`src/rtl/pkt_slot_writer_if.sv`:
```
// rtl/pkt_slot_writer_if.sv - stream, descriptor, buffer-write and free-port bundle for pkt_slot_writer
interface pkt_slot_writer_if #(
    parameter int DATA_WIDTH = 512,
    parameter int KEEP_WIDTH = DATA_WIDTH / 8,
    parameter int DESC_WIDTH = 128,
    parameter int SLOT_W     = 4,
    parameter int BEAT_W     = 5
);
    logic [DATA_WIDTH-1:0]      s_axis_tdata;
    logic [KEEP_WIDTH-1:0]      s_axis_tkeep;
    logic                       s_axis_tvalid;
    logic                       s_axis_tready;
    logic                       s_axis_tlast;

    logic [DESC_WIDTH-1:0]      s_desc;
    logic                       s_desc_valid;
    logic                       s_desc_ready;

    logic [DESC_WIDTH-1:0]      m_desc;
    logic                       m_desc_valid;
    logic                       m_desc_ready;

    logic                       mem_wr_en;
    logic [SLOT_W+BEAT_W-1:0]   mem_wr_addr;
    logic [DATA_WIDTH-1:0]      mem_wr_data;
    logic [KEEP_WIDTH-1:0]      mem_wr_keep;

    logic                       s_free_valid;
    logic [SLOT_W-1:0]          s_free_slot;

    // Environment side: drives payload, descriptors, frees; consumes outputs
    modport master (
        output s_axis_tdata, s_axis_tkeep, s_axis_tvalid, s_axis_tlast,
        input  s_axis_tready,
        output s_desc, s_desc_valid,
        input  s_desc_ready,
        input  m_desc, m_desc_valid,
        output m_desc_ready,
        input  mem_wr_en, mem_wr_addr, mem_wr_data, mem_wr_keep,
        output s_free_valid, s_free_slot
    );

    // Writer side
    modport slave (
        input  s_axis_tdata, s_axis_tkeep, s_axis_tvalid, s_axis_tlast,
        output s_axis_tready,
        input  s_desc, s_desc_valid,
        output s_desc_ready,
        output m_desc, m_desc_valid,
        input  m_desc_ready,
        output mem_wr_en, mem_wr_addr, mem_wr_data, mem_wr_keep,
        input  s_free_valid, s_free_slot
    );
endinterface

```
`src/rtl/pkt_slot_writer.sv`:
```
// rtl/pkt_slot_writer.sv - writes packets into fixed buffer slots and stamps the slot into the descriptor
module pkt_slot_writer #(
    parameter int DATA_WIDTH = 512,
    parameter int KEEP_WIDTH = DATA_WIDTH / 8,
    parameter int DESC_WIDTH = 128,
    parameter int SLOT_COUNT = 16,
    parameter int SLOT_BEATS = 32,
    parameter int SLOT_OF    = 96,
    parameter int SLOT_W     = $clog2(SLOT_COUNT),
    parameter int BEAT_W     = $clog2(SLOT_BEATS)
) (
    input  logic             clk,
    input  logic             rst,
    pkt_slot_writer_if.slave bus,
    output logic [SLOT_W:0]  free_count,
    output logic [31:0]      drop_count
);

    typedef enum logic [2:0] {
        ST_IDLE,
        ST_WRITE,
        ST_DROP,
        ST_DROP_DESC,
        ST_EMIT
    } state_t;

    state_t                 state, state_nxt;
    logic [SLOT_COUNT-1:0]  free_map, map_nxt;
    logic [SLOT_W:0]        count_nxt;
    logic [SLOT_W-1:0]      alloc_slot;
    logic [SLOT_W-1:0]      slot_q;
    // One bit wider than the beat offset so "slot already full" is its MSB
    logic [BEAT_W:0]        beat_cnt, cnt_nxt;

    logic [DESC_WIDTH-1:0]  desc_reg;
    logic                   desc_full;
    logic [DESC_WIDTH-1:0]  m_desc_c;

    logic                   tready;
    logic                   wr_now;
    logic [SLOT_W-1:0]      wr_slot;
    logic [BEAT_W-1:0]      wr_off;
    logic                   alloc;
    logic                   rel;
    logic                   desc_clr;
    logic                   drop_inc;
    logic                   m_valid;

    logic                   wr_en_q;
    logic [SLOT_W+BEAT_W-1:0] wr_addr_q;
    logic [DATA_WIDTH-1:0]  wr_data_q;
    logic [KEEP_WIDTH-1:0]  wr_keep_q;

    // Lowest-index free slot; only consumed in IDLE when free_count is nonzero
    always_comb begin
        alloc_slot = '0;
        for (int i = SLOT_COUNT - 1; i >= 0; i--) begin
            if (free_map[i]) begin
                alloc_slot = SLOT_W'(i);
            end
        end
    end

    // Next free map: external free and overflow release set bits, allocation clears
    always_comb begin
        map_nxt = free_map;
        if (bus.s_free_valid) begin
            map_nxt[bus.s_free_slot] = 1'b1;
        end
        if (rel) begin
            map_nxt[slot_q] = 1'b1;
        end
        if (alloc) begin
            map_nxt[alloc_slot] = 1'b0;
        end
        count_nxt = '0;
        for (int i = 0; i < SLOT_COUNT; i++) begin
            count_nxt = count_nxt + (SLOT_W+1)'(map_nxt[i]);
        end
    end

    // Next-state and per-cycle control; tready depends only on registered state
    always_comb begin
        state_nxt = state;
        tready    = 1'b0;
        wr_now    = 1'b0;
        wr_slot   = slot_q;
        wr_off    = beat_cnt[BEAT_W-1:0];
        alloc     = 1'b0;
        rel       = 1'b0;
        desc_clr  = 1'b0;
        drop_inc  = 1'b0;
        m_valid   = 1'b0;
        cnt_nxt   = beat_cnt;
        case (state)
            ST_IDLE: begin
                tready = (free_count != '0);
                if (bus.s_axis_tvalid && tready) begin
                    alloc     = 1'b1;
                    wr_now    = 1'b1;
                    wr_slot   = alloc_slot;
                    wr_off    = '0;
                    cnt_nxt   = (BEAT_W+1)'(1);
                    state_nxt = bus.s_axis_tlast ? ST_EMIT : ST_WRITE;
                end
            end
            ST_WRITE: begin
                tready = 1'b1;
                if (bus.s_axis_tvalid) begin
                    if (beat_cnt[BEAT_W]) begin
                        rel       = 1'b1;
                        state_nxt = bus.s_axis_tlast ? ST_DROP_DESC : ST_DROP;
                    end else begin
                        wr_now  = 1'b1;
                        cnt_nxt = beat_cnt + 1'b1;
                        if (bus.s_axis_tlast) begin
                            state_nxt = ST_EMIT;
                        end
                    end
                end
            end
            ST_DROP: begin
                tready = 1'b1;
                if (bus.s_axis_tvalid && bus.s_axis_tlast) begin
                    state_nxt = ST_DROP_DESC;
                end
            end
            ST_DROP_DESC: begin
                if (desc_full) begin
                    desc_clr  = 1'b1;
                    drop_inc  = 1'b1;
                    state_nxt = ST_IDLE;
                end
            end
            ST_EMIT: begin
                m_valid = desc_full;
                if (desc_full && bus.m_desc_ready) begin
                    desc_clr  = 1'b1;
                    state_nxt = ST_IDLE;
                end
            end
            default: state_nxt = ST_IDLE;
        endcase
    end

    // Stored descriptor with the slot index overlaid
    always_comb begin
        m_desc_c = desc_reg;
        m_desc_c[SLOT_OF +: SLOT_W] = slot_q;
    end

    // FSM state, current slot and beat counter
    always_ff @(posedge clk or posedge rst) begin
        if (rst) begin
            state    <= ST_IDLE;
            slot_q   <= '0;
            beat_cnt <= '0;
        end else begin
            state    <= state_nxt;
            beat_cnt <= cnt_nxt;
            if (alloc) begin
                slot_q <= alloc_slot;
            end
        end
    end

    // Free map, its popcount and the saturating drop counter
    always_ff @(posedge clk or posedge rst) begin
        if (rst) begin
            free_map   <= '1;
            free_count <= (SLOT_W+1)'(SLOT_COUNT);
            drop_count <= '0;
        end else begin
            free_map   <= map_nxt;
            free_count <= count_nxt;
            if (drop_inc && (drop_count != '1)) begin
                drop_count <= drop_count + 1'b1;
            end
        end
    end

    // Single-entry descriptor holding register, filled independently of the payload
    always_ff @(posedge clk or posedge rst) begin
        if (rst) begin
            desc_full <= 1'b0;
            desc_reg  <= '0;
        end else if (desc_clr) begin
            desc_full <= 1'b0;
        end else if (bus.s_desc_valid && !desc_full) begin
            desc_full <= 1'b1;
            desc_reg  <= bus.s_desc;
        end
    end

    // Registered buffer write port, one strobe per written beat
    always_ff @(posedge clk or posedge rst) begin
        if (rst) begin
            wr_en_q   <= 1'b0;
            wr_addr_q <= '0;
            wr_data_q <= '0;
            wr_keep_q <= '0;
        end else begin
            wr_en_q <= wr_now;
            if (wr_now) begin
                wr_addr_q <= {wr_slot, wr_off};
                wr_data_q <= bus.s_axis_tdata;
                wr_keep_q <= bus.s_axis_tkeep;
            end
        end
    end

    assign bus.s_axis_tready = tready;
    assign bus.s_desc_ready  = !desc_full;
    assign bus.m_desc_valid  = m_valid;
    assign bus.m_desc        = m_desc_c;
    assign bus.mem_wr_en     = wr_en_q;
    assign bus.mem_wr_addr   = wr_addr_q;
    assign bus.mem_wr_data   = wr_data_q;
    assign bus.mem_wr_keep   = wr_keep_q;

endmodule

```
`src/flat_wrapper.sv`:
```
// flat-port wrapper written by rule: the top's interface ports become plain ports
module pkt_slot_writer_flat 
#(
    parameter int DATA_WIDTH = 512,
    parameter int KEEP_WIDTH = DATA_WIDTH / 8,
    parameter int DESC_WIDTH = 128,
    parameter int SLOT_COUNT = 16,
    parameter int SLOT_BEATS = 32,
    parameter int SLOT_OF    = 96,
    parameter int SLOT_W     = $clog2(SLOT_COUNT),
    parameter int BEAT_W     = $clog2(SLOT_BEATS)
)
  (clk, rst, free_count, drop_count, bus_s_axis_tdata, bus_s_axis_tkeep, bus_s_axis_tvalid, bus_s_axis_tlast, bus_s_axis_tready, bus_s_desc, bus_s_desc_valid, bus_s_desc_ready, bus_m_desc, bus_m_desc_valid, bus_m_desc_ready, bus_mem_wr_en, bus_mem_wr_addr, bus_mem_wr_data, bus_mem_wr_keep, bus_s_free_valid, bus_s_free_slot);
  pkt_slot_writer_if #(.DATA_WIDTH(DATA_WIDTH), .KEEP_WIDTH(KEEP_WIDTH), .DESC_WIDTH(DESC_WIDTH), .SLOT_W(SLOT_W), .BEAT_W(BEAT_W)) bus_i ();
  input  logic clk;
  input  logic rst;
  output logic [SLOT_W:0] free_count;
  output logic [31:0] drop_count;
  input wire logic [$bits(bus_i.s_axis_tdata)-1:0] bus_s_axis_tdata;
  input wire logic [$bits(bus_i.s_axis_tkeep)-1:0] bus_s_axis_tkeep;
  input wire logic [$bits(bus_i.s_axis_tvalid)-1:0] bus_s_axis_tvalid;
  input wire logic [$bits(bus_i.s_axis_tlast)-1:0] bus_s_axis_tlast;
  output wire logic [$bits(bus_i.s_axis_tready)-1:0] bus_s_axis_tready;
  input wire logic [$bits(bus_i.s_desc)-1:0] bus_s_desc;
  input wire logic [$bits(bus_i.s_desc_valid)-1:0] bus_s_desc_valid;
  output wire logic [$bits(bus_i.s_desc_ready)-1:0] bus_s_desc_ready;
  output wire logic [$bits(bus_i.m_desc)-1:0] bus_m_desc;
  output wire logic [$bits(bus_i.m_desc_valid)-1:0] bus_m_desc_valid;
  input wire logic [$bits(bus_i.m_desc_ready)-1:0] bus_m_desc_ready;
  output wire logic [$bits(bus_i.mem_wr_en)-1:0] bus_mem_wr_en;
  output wire logic [$bits(bus_i.mem_wr_addr)-1:0] bus_mem_wr_addr;
  output wire logic [$bits(bus_i.mem_wr_data)-1:0] bus_mem_wr_data;
  output wire logic [$bits(bus_i.mem_wr_keep)-1:0] bus_mem_wr_keep;
  input wire logic [$bits(bus_i.s_free_valid)-1:0] bus_s_free_valid;
  input wire logic [$bits(bus_i.s_free_slot)-1:0] bus_s_free_slot;
  assign bus_i.s_axis_tdata = bus_s_axis_tdata;
  assign bus_i.s_axis_tkeep = bus_s_axis_tkeep;
  assign bus_i.s_axis_tvalid = bus_s_axis_tvalid;
  assign bus_i.s_axis_tlast = bus_s_axis_tlast;
  assign bus_s_axis_tready = bus_i.s_axis_tready;
  assign bus_i.s_desc = bus_s_desc;
  assign bus_i.s_desc_valid = bus_s_desc_valid;
  assign bus_s_desc_ready = bus_i.s_desc_ready;
  assign bus_m_desc = bus_i.m_desc;
  assign bus_m_desc_valid = bus_i.m_desc_valid;
  assign bus_i.m_desc_ready = bus_m_desc_ready;
  assign bus_mem_wr_en = bus_i.mem_wr_en;
  assign bus_mem_wr_addr = bus_i.mem_wr_addr;
  assign bus_mem_wr_data = bus_i.mem_wr_data;
  assign bus_mem_wr_keep = bus_i.mem_wr_keep;
  assign bus_i.s_free_valid = bus_s_free_valid;
  assign bus_i.s_free_slot = bus_s_free_slot;
  pkt_slot_writer #(.DATA_WIDTH(DATA_WIDTH), .KEEP_WIDTH(KEEP_WIDTH), .DESC_WIDTH(DESC_WIDTH), .SLOT_COUNT(SLOT_COUNT), .SLOT_BEATS(SLOT_BEATS), .SLOT_OF(SLOT_OF), .SLOT_W(SLOT_W), .BEAT_W(BEAT_W)) u_core (.clk(clk), .rst(rst), .bus(bus_i), .free_count(free_count), .drop_count(drop_count));
endmodule
```
`config.mk`:
```
export PLATFORM = sky130hd
export DESIGN_NAME = pkt_slot_writer_flat
export DESIGN_NICKNAME = d
export VERILOG_FILES = /design/src/rtl/pkt_slot_writer_if.sv /design/src/rtl/pkt_slot_writer.sv /design/src/flat_wrapper.sv
export SDC_FILE = /design/constraint.sdc
export NUM_CORES = 2
export LEC_CHECK = 0
export CAP_MARGIN = 20
export CORE_AREA = 2 2 574 576
export CTS_CLUSTER_SIZE = 24
export DETAILED_ROUTE_END_ITERATION = 12
export DIE_AREA = 0 0 576 578
export GPL_ROUTABILITY_DRIVEN = 0
export GPL_TIMING_DRIVEN = 0
export PLACE_DENSITY = 0.37
export SETUP_SLACK_MARGIN = 0.4
export SLEW_MARGIN = 20
export SYNTH_ARGS = -nofsm -noshare
export SYNTH_HDL_FRONTEND = slang
export SYNTH_SLANG_ARGS = --single-unit
export TNS_END_PERCENT = 30
```
`constraint.sdc`:
```
create_clock -name clk -period 26.9 [get_ports clk]
set_clock_uncertainty 0.15 [all_clocks]
set_input_delay 2.69 -clock clk [delete_from_list [all_inputs] [get_ports clk]]
set_output_delay 2.69 -clock clk [all_outputs]
set_load 0.01 [all_outputs]
```
# Yosys cells after proc, flatten, opt, wreduce, memory -nomap -nowiden
# Index checks and enable logic that the tools add are counted.
# classes
add_sub_neg,17
order_cmp,6
eq_ne,12
n_mux,59
bitwise,5
n_reduce_logical,18
# ops
operator,count
two-way mux 4 bit,18
adder 5 x 1 -> 5 bit,14
two-way mux 16 bit,3
adder 32 x 1 -> 32 bit (second input constant),1
inequality test 32 bit (second input constant),1
OR 16 bit,2
two-way mux 3 bit,8
two-way mux 6 bit,3
two-way mux 1 bit,17
bitwise AND 16 bit,1
inverter 16 bit,1
less-than comparator 4 x 5 -> 1 bit (second input constant),3
one-hot mux 3 bit (5 select lines),1
demux 1 bit (select 4 bit),3
greater-or-equal comparator 4 x 1 -> 1 bit (second input constant),3
one-hot mux 6 bit (2 select lines),1
two-way mux 5 bit,2
logical AND 1 bit,8
inequality test 2 x 1 -> 1 bit (second input constant),4
adder 6 x 1 -> 6 bit (second input constant),1
== test 3 x 2 -> 1 bit (second input constant),2
one-hot mux 1 bit (2 select lines),3
AND reduction 6 bit,1
nonzero test 5 bit,1
13 further kinds,15
# word_totals
register_bits,781
inputBits,715
output_inout_bits,754
elab_cells,130

# Logic depth before layout (Yosys ltp)
# logic_depth
depth_word,38
depth_mapped,19
ltp_nobuf,18

# Least setup slack after synthesis
# OpenSTA, ideal clock, no wires.
# synth_timing
path_kind,input port to flip-flop
startpoint,input bus_s_axis_tvalid
endpoint,register u_core.free_count[1]
setup_ns,0.136
arrival_ns,6.811
required_ns,26.614
slack_ns,19.804
path_stages,14
path_buffers,0
cell_sequence,or3b_4 a2111oi_4 nand2_2 or2_4 o31ai_1 fa_1 fa_1 inv_1 fa_1 inv_1 fa_1 fa_1 inv_1 fa_1
# synth_via
elab_chain_cells,20
elab_cells_between_ends,23
cone_classes,add/sub (15); mux (6); bitwise (1); reduce/logical (1)
# synth_rtl
element,line,text
from (decl),flat_wrapper.sv:21,input wire logic [$bits(bus_i.s_axis_tvalid)-1:0] bus_s_axis_tvalid;
two-way mux 1 bit,pkt_slot_writer.sv:109,if (bus.s_axis_tvalid) begin
two-way mux 1 bit,pkt_slot_writer.sv:95,case (state)
two-way mux 16 bit,pkt_slot_writer.sv:70,if (rel) begin
bitwise AND 16 bit (no line),-,
two-way mux 16 bit *,pkt_slot_writer.sv:73,if (alloc) begin
adder 1 x 1 -> 2 bit,pkt_slot_writer.sv:78,count_nxt = count_nxt + (SLOT_W+1)'(map_nxt[i]);
adder 5 x 1 -> 5 bit (13 in series),pkt_slot_writer.sv:78,
adder 5 x 1 -> 5 bit *,pkt_slot_writer.sv:78,
named net u_core.count_nxt[1],pkt_slot_writer.sv:29,logic [SLOT_W:0] count_nxt;
to (signal assigned),pkt_slot_writer.sv:171,free_count <= (SLOT_W+1)'(SLOT_COUNT);
to (signal assigned),pkt_slot_writer.sv:175,free_count <= count_nxt;
to (decl),pkt_slot_writer.sv:15,"output logic [SLOT_W:0] free_count,"
# The timed path passes the listed nets; every way through them passes the cells marked *.
# A chain may end at the register's enable or synchronous reset.

# Final worst setup path
# layout_timing
startpoint,input bus_s_axis_tvalid
endpoint,register u_core.free_count[1]
# layout_via
elab_chain_cells,20
elab_cells_between_ends,23
cone_classes,add/sub (15); mux (6); bitwise (1); reduce/logical (1)
# layout_rtl
element,line,text
two-way mux 1 bit,pkt_slot_writer.sv:109,
two-way mux 1 bit,pkt_slot_writer.sv:95,
two-way mux 16 bit,pkt_slot_writer.sv:70,
bitwise AND 16 bit (no line),-,
two-way mux 16 bit *,pkt_slot_writer.sv:73,
named net u_core.map_nxt[1],pkt_slot_writer.sv:28,"logic [SLOT_COUNT-1:0] free_map, map_nxt;"
adder 1 x 1 -> 2 bit *,pkt_slot_writer.sv:78,
adder 5 x 1 -> 5 bit * (14 in series),pkt_slot_writer.sv:78,
named net u_core.count_nxt[1],pkt_slot_writer.sv:29,
# Marks and branches as above.

==> out/qor.yml <==
cts-resized-gates: 0
grt_pass1_vias: 30500
grt_max_degree: 96
worst_slew_pin_slew_ns: 0.9257
synthAdderAreaFrac_pct: 0.9446
start_util_pct: 9.336
totalWireLength_um: 252700
finalCritPeriodShare_pct: 27.51
design.final.nets: 5465
die_h_um: 578
yosys.cell_types.count: 72
coreArea_um2: 326300
cts_tree: "done"
final-max-slew-violation-count: 0
wl_per_cell_um: 27.45
cts_htree_levels: 3
clk_path_buf_depth: 4
ys_top_cells_by_count: "nand2_1 (1,763), dfrtp_1 (760), mux2_2 (127)"
yosys.area_share.simple_pct: 24.48
areaGrowthSynthToFinish_pct: 79.17
p_int_uw: 3979
dieArea_um2: 332900
synth.avg_cell_area_um2: 9.687
fmax_mhz: 135.1
yosys_register_bits: 777
die_x_um: 576
drive_gt1_share_pct: 8.721
status: "finished clean"
clkLatencyLatePin_ns: 0.85
synth.mux.area_fraction_pct: 4.727
switching_share_pct: 41.23
port_buffers: 1464
seqCellArea_um2: 19460
grt_pass1_wl_um: 319900
via_count: 29830
required_ns: 27.47
syn_area_um2: 30470
num_rows: 210
synth_area_leader_cell: "dfrtp_1"
post-route-util_pct: 16.73
cts_buffers: 111
synth-warning-count: 0
leakagePower_uw: 0.02392
synth_enable_flop_cells: 0
post-route-min-period_ns: 7.400
cts_num_sinks: 777
grt-ovfl-total: 0
grt_setup_unrepaired: "false"
final_area_um2: 54580
yosysTopAreaCellShare_pct: 62.43
synth_compound_area_share_pct: 2.538
post-cts-setup-buffer-count: 0
path_clk_slew_ns: 0.06
seq_power_share_pct: 30.9
whs_ns: 0.3151
multiInputGateArea_um2: 10230
hold_viol: 0
crit_type: "input pin to flip-flop"
final_antenna_net_count: 0
synthTopCellsByArea: "dfrtp_1 (62%), nand2_1 (22%), mux2_2 (4.7%)"
ys.flop_type: "dfrtp_1"
drtIter0Drc: 1698
finalSetupViolations: 0
synthCells: 3145
cp.arrival_ns: 7.97
maxCapViolCount: 0
pwr-share-clk_pct: 21.9
post_dp_cell_area_um2: 50880
switching_power_uw: 2791
holdCritPathClass: "flip-flop to flip-flop"
yosysSeqAreaShare_pct: 63.89
antenna_found_initial: 181
track_usage_pct: 14.62
crit_path_start_kind: "input pin"
ir_drop_v: 0.00007546
p_per_area_nw_per_um2: 124.0
drt_first_pass_iters: 5
synth_xor_xnor_area_share_pct: 0.8912
holdBufCountCts: 0
async_flop_share_pct: 100.0
largest_register_ffs: 512
drc_errors: 0
synth_top_family_by_area: "simple AND/OR/NAND/NOR gates"
combPwrFrac_pct: 47.2
root_buffer: "clkbuf_16"
synth_most_common_cell: "nand2_1"
syn-num-nets: 3877
relSlewSlack_pct: 37.72
setup_slack_ns: 19.50
via_per_inst: 3.240
crit_fanout: 9
dp_hpwl_um: 218100
fill_cells: 36580
post-place-ws_ns: 18.64
endpoint_kind: "flip-flop"
ios: 1469
==> layout by cell type, fill, tap and decap left out, types with 5 or more instances in the layout <==
cell type / n
clkbuf_2: 14
mux2_2: 127
fa_1: 10
o31a_1: 6
a21oi_1: 18
clkbuf_16: 111
bufinv_16: 5
nand3_1: 27
clkinvlp_4: 6
clkbuf_8: 23
nand2_1: 1763
xor2_1: 12
nand4_1: 11
clkdlybuf4s50_1: 1464
clkinv_2: 16
dfrtp_1: 760
nor3_1: 12
nor2b_1: 5
diode_2: 44
xnor2_1: 19
nor4_1: 6
and3_1: 14
nor2_1: 36
buf_2: 63
buf_16: 11
inv_1: 24
a221oi_1: 5
clkbuf_1: 101
ha_1: 7
o21ai_0: 7
o31ai_1: 12
dfstp_2: 17
a31oi_1: 15
==> power groups by stage <==
| stage | Combinational [µW] | Sequential, µW | Clock, µW |
|---|---|---|---|
| floorplan | 898 | 2260 | 0 |
| global placement | 3280 | 2100 | 0 |
| detailed placement | 3270 | 2100 | 0 |
| CTS | 3290 | 2100 | 1550 |
| global route | 3450 | 2150 | 1580 |
| finish | 3190 | 2090 | 1490 |
==> per-layer routing <==
layer	GRT usage (%)	share of wire [%]	vias to the layer above
li1	-	-	13180
met1	15.87	37	14480
met2	23.84	46	1601
met3	8.720	14	450
met4	4.054	3.0	122
met5	0.5247	0.31	-
==> stage by stage <==
step	instances	setup TNS [ns]	power, µW
finish	9206	0	6771
global route	9173	0	7181
CTS	9162	0	6935
detailed placement	8966	0	5372
floorplan	3145	0	3156
global placement	8955	-7724.19	5374
==> cell type report <==
type / instances / share of cell area, %
sequential: 777 / 35.66
timing repair buffer: 1475 / 27.40
inverter: 25 / 0.1857
clock inverter: 37 / 0.7335
multi-input combinational: 2187 / 18.74
clock buffer: 159 / 5.841
antenna: 44 / 0.2017
buffer: 156 / 1.270
tap: 4346 / 9.962
==> final timing paths <==
kind	startpoint	end	slack [ns]	cells after the start
max in group asynchronous	rst	u_core.free_map[6]$_DFF_PP1_	22.19	6
worst max-delay path	bus_s_axis_tvalid	u_core.free_count[1]$_DFF_PP0_	19.50	17
worst max register to register	u_core.free_count[1]$_DFF_PP0_	u_core.free_count[1]$_DFF_PP0_	21.23	17
worst min register to register	u_core.bus.mem_wr_addr[3]$_DFFE_PP0P_	u_core.bus.mem_wr_addr[3]$_DFFE_PP0P_	0.32	2
worst min-delay path	u_core.bus.mem_wr_addr[3]$_DFFE_PP0P_	u_core.bus.mem_wr_addr[3]$_DFFE_PP0P_	0.32	2
min in group asynchronous	rst	u_core.bus.mem_wr_data[365]$_DFFE_PP0P_	2.16	2
==> cell families after synthesis <==
| group | after synthesis |
|---|---|
| compound gates | 105 |
| xor+xnor | 31 |
| fa+ha+maj | 17 |
| buf+inv | 181 |
| flops | 777 |
| mux | 128 |
| simple gates | 1906 |
==> critical path, cell delays in order <==
cell and delay, ns:
clkdlybuf4s50_1 0.60, nor3b_1 0.27, and2_1 0.16, clkbuf_1 0.39, o21a_1 0.30, a31oi_1 0.15, ha_1 0.32, inv_1 0.05
fa_1 0.51, fa_1 0.56, inv_1 0.06, fa_1 0.49, inv_1 0.05, fa_1 0.47, fa_1 0.37, inv_1 0.10
fa_1 0.42
Note: power is estimated with default switching activity, not from simulation.
